**config.mk**
```make
export PLATFORM = sky130hd
export DESIGN_NAME = serial_add_sequencer
export DESIGN_NICKNAME = d
export VERILOG_FILES = /design/src/rtl/serial_add_sequencer_pkg.sv /design/src/rtl/serial_collect_reg.sv /design/src/rtl/serial_add_sequencer.sv
export SDC_FILE = /design/constraint.sdc
export NUM_CORES = 1
export LEC_CHECK = 0
export BUFFER_PORTS_ARGS = -buffer_cell sky130_fd_sc_hd__buf_2
export CAP_MARGIN = 20
export CORE_MARGIN = 2
export CORE_UTILIZATION = 55
export CTS_CLUSTER_DIAMETER = 40
export DETAILED_ROUTE_END_ITERATION = 6
export GPL_TIMING_DRIVEN = 0
export HOLD_SLACK_MARGIN = 0.08
export PLACE_DENSITY = 0.81
export SETUP_SLACK_MARGIN = 0.02
export SLEW_MARGIN = 30
export SYNTH_ARGS = -nofsm -noshare
export SYNTH_HDL_FRONTEND = slang
export SYNTH_HIERARCHICAL = 1
export SYNTH_SLANG_ARGS = --single-unit
```
**constraint.sdc**
```tcl
create_clock -name clock -period 2.17 [get_ports clock]
set_input_delay 0.217 -clock clock [delete_from_list [all_inputs] [get_ports clock]]
set_output_delay 0.217 -clock clock [all_outputs]
set_load 0.05 [all_outputs]
```
**src/rtl/serial_add_sequencer_pkg.sv**
```systemverilog
// Shared definitions for the serial adder sequencer and its bench.
package serial_add_sequencer_pkg;

    localparam int DEFAULT_WIDTH = 4;

    typedef enum logic [1:0] {
        ST_IDLE  = 2'd0,
        ST_CLEAR = 2'd1,
        ST_SHIFT = 2'd2,
        ST_DONE  = 2'd3
    } state_t;

endpackage

```
**src/rtl/serial_collect_reg.sv**
```systemverilog
// Right-shift collector: each enabled edge inserts d at the MSB, so the first bit ends at bit 0.
module serial_collect_reg #(
    parameter int WIDTH = 4
) (
    input  logic             clock,
    input  logic             reset,
    input  logic             en,
    input  logic             d,
    output logic [WIDTH-1:0] q
);

    always_ff @(posedge clock) begin
        if (reset)
            q <= '0;
        else if (en)
            q <= {d, q[WIDTH-1:1]};
    end

endmodule

```
**src/rtl/serial_add_sequencer.sv**
```systemverilog
// Feeds a parallel operand LSB-first into a serial adder and collects the serial sum
// into a parallel result, with valid/ready handshakes on both sides.
module serial_add_sequencer
    import serial_add_sequencer_pkg::*;
#(
    parameter int WIDTH = DEFAULT_WIDTH,
    parameter int CNT_W = $clog2(WIDTH)
) (
    input  logic             clock,
    input  logic             reset,
    input  logic             in_valid,
    output logic             in_ready,
    input  logic [WIDTH-1:0] in_operand,
    output logic             ser_bit,
    output logic             shift_en,
    output logic             adder_clear_n,
    input  logic             sum_bit,
    output logic             out_valid,
    input  logic             out_ready,
    output logic [WIDTH-1:0] out_result,
    output logic             busy
);

    localparam logic [CNT_W-1:0] LAST = CNT_W'(WIDTH - 1);

    state_t           state;
    logic [CNT_W-1:0] counter;
    logic [CNT_W-1:0] counter_inc;
    logic [WIDTH-1:0] operand;

    assign counter_inc = counter + CNT_W'(1);

    // Outputs are registered together with the state they belong to, so each one
    // always reflects the current state and never depends on in_valid/out_ready.
    // NOTE: every register here uses <= so all of them see pre-edge values.
    always_ff @(posedge clock) begin
        if (reset) begin
            state         <= ST_IDLE;
            counter       <= '0;
            operand       <= '0;
            in_ready      <= 1'b1;
            shift_en      <= 1'b0;
            adder_clear_n <= 1'b1;
            ser_bit       <= 1'b0;
            out_valid     <= 1'b0;
            busy          <= 1'b0;
        end else begin
            case (state)
                ST_IDLE: begin
                    if (in_valid) begin
                        operand       <= in_operand;
                        counter       <= '0;
                        state         <= ST_CLEAR;
                        in_ready      <= 1'b0;
                        adder_clear_n <= 1'b0;
                        busy          <= 1'b1;
                    end
                end
                ST_CLEAR: begin
                    state         <= ST_SHIFT;
                    adder_clear_n <= 1'b1;
                    shift_en      <= 1'b1;
                    ser_bit       <= operand[0];
                end
                ST_SHIFT: begin
                    if (counter == LAST) begin
                        counter   <= '0;
                        state     <= ST_DONE;
                        shift_en  <= 1'b0;
                        ser_bit   <= 1'b0;
                        out_valid <= 1'b1;
                    end else begin
                        counter <= counter_inc;
                        ser_bit <= operand[counter_inc];
                    end
                end
                ST_DONE: begin
                    if (out_ready) begin
                        state     <= ST_IDLE;
                        out_valid <= 1'b0;
                        in_ready  <= 1'b1;
                        busy      <= 1'b0;
                    end
                end
                default: state <= ST_IDLE;
            endcase
        end
    end

    // shift_en is high exactly in SHIFT, so it doubles as the sample enable for sum_bit.
    serial_collect_reg #(.WIDTH(WIDTH)) u_collect (
        .clock (clock),
        .reset (reset),
        .en    (shift_en),
        .d     (sum_bit),
        .q     (out_result)
    );

endmodule
```
# Word-level counts from Yosys, hierarchy flattened
# Cells that the tools add are included.
[word_totals]
regBits = 18
romBits = 0
in_bits = 9
mem_bits_rw = 0
latchBits = 0
n_memories = 0
[op_classes]
n_div = 0
order_cmp = 1
bitwise_logic = 0
n_reduce_logical = 13
shifts = 0
mux = 22
addsub = 1
eq_ne = 7
multipliers = 0
[ops]
columns = ["cell", "count"]
rows = [
  ["1-bit one-hot mux with 2 select lines", 6],
  ["2-bit two-way mux", 5],
  ["2-bit nonzero test", 5],
  ["3-bit AND reduction", 3],
  ["1-bit two-way mux", 8],
  ["2-bit one-hot mux with 4 select lines", 1],
  ["2-bit AND reduction", 4],
  ["2-bit == test, second input constant", 3],
  ["2-bit inequality test, second input constant", 3],
  ["2-bit one-hot mux with 2 select lines", 1],
  ["2-bit by 3-bit < comparator with 1-bit output, second input constant", 1],
  ["2-bit by 1-bit adder with 2-bit output, second input constant", 1],
  ["1-bit binary-select mux with 2-bit select", 1],
  ["2-bit by 1-bit == test with 1-bit output, second input constant", 1],
  ["2-bit zero test", 1],
]

# Longest topological paths before layout
[depth]
word_depth = 5
ltp_mapped = 6

# Hierarchy
# Netlist, hierarchy kept.
[by_module_without_submodules]
columns = ["module", "seq_area_each_um2", "n_inst", "area_each_um2", "cells_per_inst"]
rows = [
  ["serial_add_sequencer", 280.3, 1, 784.5, 88],
  ["serial_collect_reg", 80.1, 1, 140.1, 13],
]

# Worst setup path after synthesis
# OpenSTA, ideal clock, no wires.
[synth_timing]
path_kind = "register to register"
startpoint = "register state[0]"
endpoint = "register counter[0]"
t_required_ns = 2.100
setup_slack_ns = 0.732
synth_period_minus_slack_ns = 1.438
arrival_time_ns = 1.368
setup_time_ns = 0.070
stages_incl_launch_ff = 7
path_cell_list = "dfxtp_1 > inv_1 > ha_1 > buf_6 > nor2b_4 > or3_1 > a21oi_1"
[synth_via]
elab_chain_cells = 3
elab_cells_between_ends = 6
cone_classes = "2 x eq/ne; 1 x mux; 3 x reduce/logical"
[synth_lines]
columns = ["element", "line", "source"]
rows = [
  ["from (decl)", "serial_add_sequencer.sv:26", "state_t state;"],
  ["from (signal assigned)", "serial_add_sequencer.sv:38", "state <= ST_IDLE;"],
  ["from (signal assigned)", "serial_add_sequencer.sv:53", "state <= ST_CLEAR;"],
  ["from (signal assigned)", "serial_add_sequencer.sv:60", "state <= ST_SHIFT;"],
  ["2-bit == test or 2-bit zero test (tied branches)", "serial_add_sequencer.sv:48", "case (state)"],
  ["2-bit nonzero test (no source line) or 2-bit inequality test (tied branches)", "-", ""],
  ["2-bit AND reduction (no source line)", "-", ""],
  ["to (signal assigned)", "serial_add_sequencer.sv:73", "counter <= counter_inc;"],
  ["to (decl)", "serial_add_sequencer.sv:27", "logic [CNT_W-1:0] counter;"],
]
# Parallel ways exist; a longest one is shown, timed or not.
# A chain may end at the register's enable or synchronous reset.

# Final worst setup path
[layout_timing]
startpoint = "register state[0]"
endpoint = "register busy"
[layout_via]
elab_chain_cells = 3
elab_cells_between_ends = 7
cone_classes = "3 x eq/ne; 1 x mux; 3 x reduce/logical"
[layout_lines]
columns = ["element", "line", "source"]
rows = [
  ["2-bit == test or 2-bit zero test (tied branches)", "serial_add_sequencer.sv:48", ""],
  ["2-bit inequality test (no source line) or 2-bit nonzero test (tied branches)", "-", ""],
  ["3-bit AND reduction (no source line)", "-", ""],
  ["to (signal assigned)", "serial_add_sequencer.sv:46", "busy <= 1'b0;"],
  ["to (signal assigned)", "serial_add_sequencer.sv:56", "busy <= 1'b1;"],
  ["to (signal assigned)", "serial_add_sequencer.sv:82", "busy <= 1'b0;"],
  ["to (decl)", "serial_add_sequencer.sv:21", "output logic busy"],
]
# Parallel ways exist; a longest one is shown, timed or not.

==> impl_metrics.ini <==
[status]
status = finished clean

[global_routing]
first_global_vias = 691
grt_pass1_wl_um = 3150
track_usage = 0.213
grt-ovfl-total = 0
antenna_found_initial = 0
grt_max_degree = 11

[timing]
fin_crit_sh = 0.758
fin_setup_tns_ns = 0
hold_violations = 0
slew_viol_final = 0
worstMarginPinSlew_ns = 0.452
setup_viol = 0
rsz0062_at_grt = false
clock_skew_ns = 0.00184
slew_headroom = 0.699
fmax_mhz = 608
min_period_ns = 1.65

[finish]
multiInputGateArea_um2 = 503
drive_gt1_frac = 0.246
n_antenna_cell = 0
nNetsFinal = 139
seqCellArea_um2 = 360
fillCellCount = 134
syn_to_final_growth_pct = 15.3

[synth]
syn_inst = 101
ys_seq_elements = 18
yosys_warnings = 6
synthTopCellsByArea = dfxtp_1, ha_1, mux2i_1
ys_top_cells_by_count = dfxtp_1, a21oi_1, nand2_1, nor2_1
synth-main-ff-cell = dfxtp_1
ys_seq_area_frac = 0.390
syn_area_per_cell_um2 = 9.15
synth_most_common_cell = dfxtp_1
syn_nets = 117
synth-edff-count = 0
synth_area_leader_cell = dfxtp_1
async_reset_ff_frac = 0
syn-cell-area_um2 = 925
synth_top_area_frac = 0.390
ys_types = 30

[clocking]
clockRootBuffer = clkbuf_4
cts_buffer_depth = 2
insertion_delay_ns = 0.30
path_clk_slew_ns = 0.10
numCtsBuffers = 3
ctsResizeCount = 0
cts_hold_buf = 0
cts_tree = done
cts_htree_levels = 1
clock_sinks = 18
post-cts-setup-buffers = 0

[worst_setup_path]
slowest_stage = dfxtp_1
cp.arrival_ns = 1.82
critPathBufInv = 2
r2r_cells = 6
r2r-end = busy$_SDFFE_PP0P_
worstSetupPathType = flip-flop to flip-flop
start_kind = flip-flop
crit_path_end_kind = flip-flop
cpPeakStageDelay_ns = 0.44
path_max_fanout = 10
cp.required_ns = 2.34
cp_top_family = compound AO/OA/AOI/OAI gates
reg2reg_from = state[0]$_SDFFE_PP0P_
r2r_setup_slack_ns = 0.52
crit_chain = inv_1, ha_1, buf_6, nand3_1, o21ai_0, a2111oi_0

[floorplanning]
dieHeight_um = 45
dieArea_um2 = 2030
pin_count = 19
row_count = 14
die_width_um = 45
start_util = 0.600
core_area_um2 = 1540

[routing]
drtIter0Drc = 18
first_pass_iters = 4
vias = 763
wl_per_cell_um = 13.5
drt_wl_total_um = 1860
drc_errors = 0
viasPerCell = 5.53
ant_nets = 0

[power]
powerDensity_nw_per_um2 = 1340
leakage_uw = 0.000470
power_uw = 1430
ir_drop_mv = 0.886

[run]
max_cap_viol_count = 0

[placement]
gp_congestion = 0.835
dp_hpwl_um = 1340
port_buffers = 17

[hold_path]
hold_path_end = operand[2]$_SDFFE_PP0P_
hp-start = in_operand[2]
min_path_cells = 3
holdCritPathClass = primary input to flip-flop
-- worst max-delay path by stage --
stage                          startpoint                      end  cells past startpoint
floorplan           state[0]$_SDFFE_PP0P_  counter[0]$_SDFFE_PP0P_                      6
global placement    state[0]$_SDFFE_PP0P_  counter[0]$_SDFFE_PP0P_                      6
detailed placement  state[0]$_SDFFE_PP0P_        busy$_SDFFE_PP0P_                      6
CTS                 state[0]$_SDFFE_PP0P_        busy$_SDFFE_PP0P_                      6
global route        state[0]$_SDFFE_PP0P_        busy$_SDFFE_PP0P_                      6
finish              state[0]$_SDFFE_PP0P_        busy$_SDFFE_PP0P_                      6
-- worst reg2reg max path, stage by stage, from the launching register on --
cell and delay (ns):
dfxtp_1 0.44, inv_1 0.11, ha_1 0.22, buf_6 0.15
nand3_1 0.08, o21ai_0 0.09, a2111oi_0 0.44
-- through the flow --
step | area [um^2] | hold WS, ns | setup slack, ns | utilization | cells
3_5_place_dp | 1030 | 0.446 | 0.596 | 0.668 | 134
3_3_place_gp | 1030 | 0.446 | 0.648 | 0.668 | 134
5_1_grt | 1070 | 0.174 | 0.413 | 0.692 | 138
2_1_floorplan | 925 | 0.289 | 0.732 | - | 101
4_1_cts | 1070 | 0.154 | 0.520 | 0.692 | 138
6_report | 1070 | 0.156 | 0.525 | 0.692 | 138
-- report_power, final --
part / leakage, uW / switching, uW / internal, uW
logic: 0.000302 / 463 / 278
clock network: 0.0000210 / 106 / 102
registers: 0.000148 / 65.8 / 413
-- cells by family (layout without fill, tap and decap cells) --
group,count (synthesis),in the layout,synth area share
fa+ha+maj,7,7,0.0947
compound gates,22,22,0.146
flops,18,18,0.390
simple gates,36,36,0.215
buf+inv,10,31,0.0663
mux,8,8,0.0880
-- area by class of cell --
type / count / share of cell area
buffer: 5 / 0.0399
clock buffer: 4 / 0.0340
inverter: 5 / 0.0176
multi-input combinational: 73 / 0.472
sequential: 18 / 0.338
tap: 16 / 0.0188
timing repair buffer: 17 / 0.0798
-- per-layer routing --
layer	routed length [um]	share of wire	global-route usage	vias to the layer above
li1	-	-	-	396
met1	858	0.46	0.275	343
met2	884	0.48	0.360	19
met3	87	0.047	0.0240	5
met4	30	0.016	0.0882	0
met5	0	0	0	-
-- cells in the final DEF (no fill, tap or decap), types with 2 or more instances in the layout --
cell	n
o21ai_0	2
dfxtp_1	18
buf_6	3
nor2_1	8
mux2i_1	7
nor2b_1	2
ha_1	7
inv_1	5
clkbuf_4	3
o21bai_1	2
buf_2	17
nand2_1	8
nand3_1	6
nor3_1	2
nand2b_1	2
a21oi_1	12
nand2b_4	2
-- sequential cells by signal (all words and copies together) (netlist names) --
name / cells
u_collect/q: 4
adder_clear_n: 1
busy: 1
counter: 2
in_ready: 1
operand: 4
state: 2
ser_bit: 1
shift_en: 1
out_valid: 1
Power figures use the tool's default switching activity.
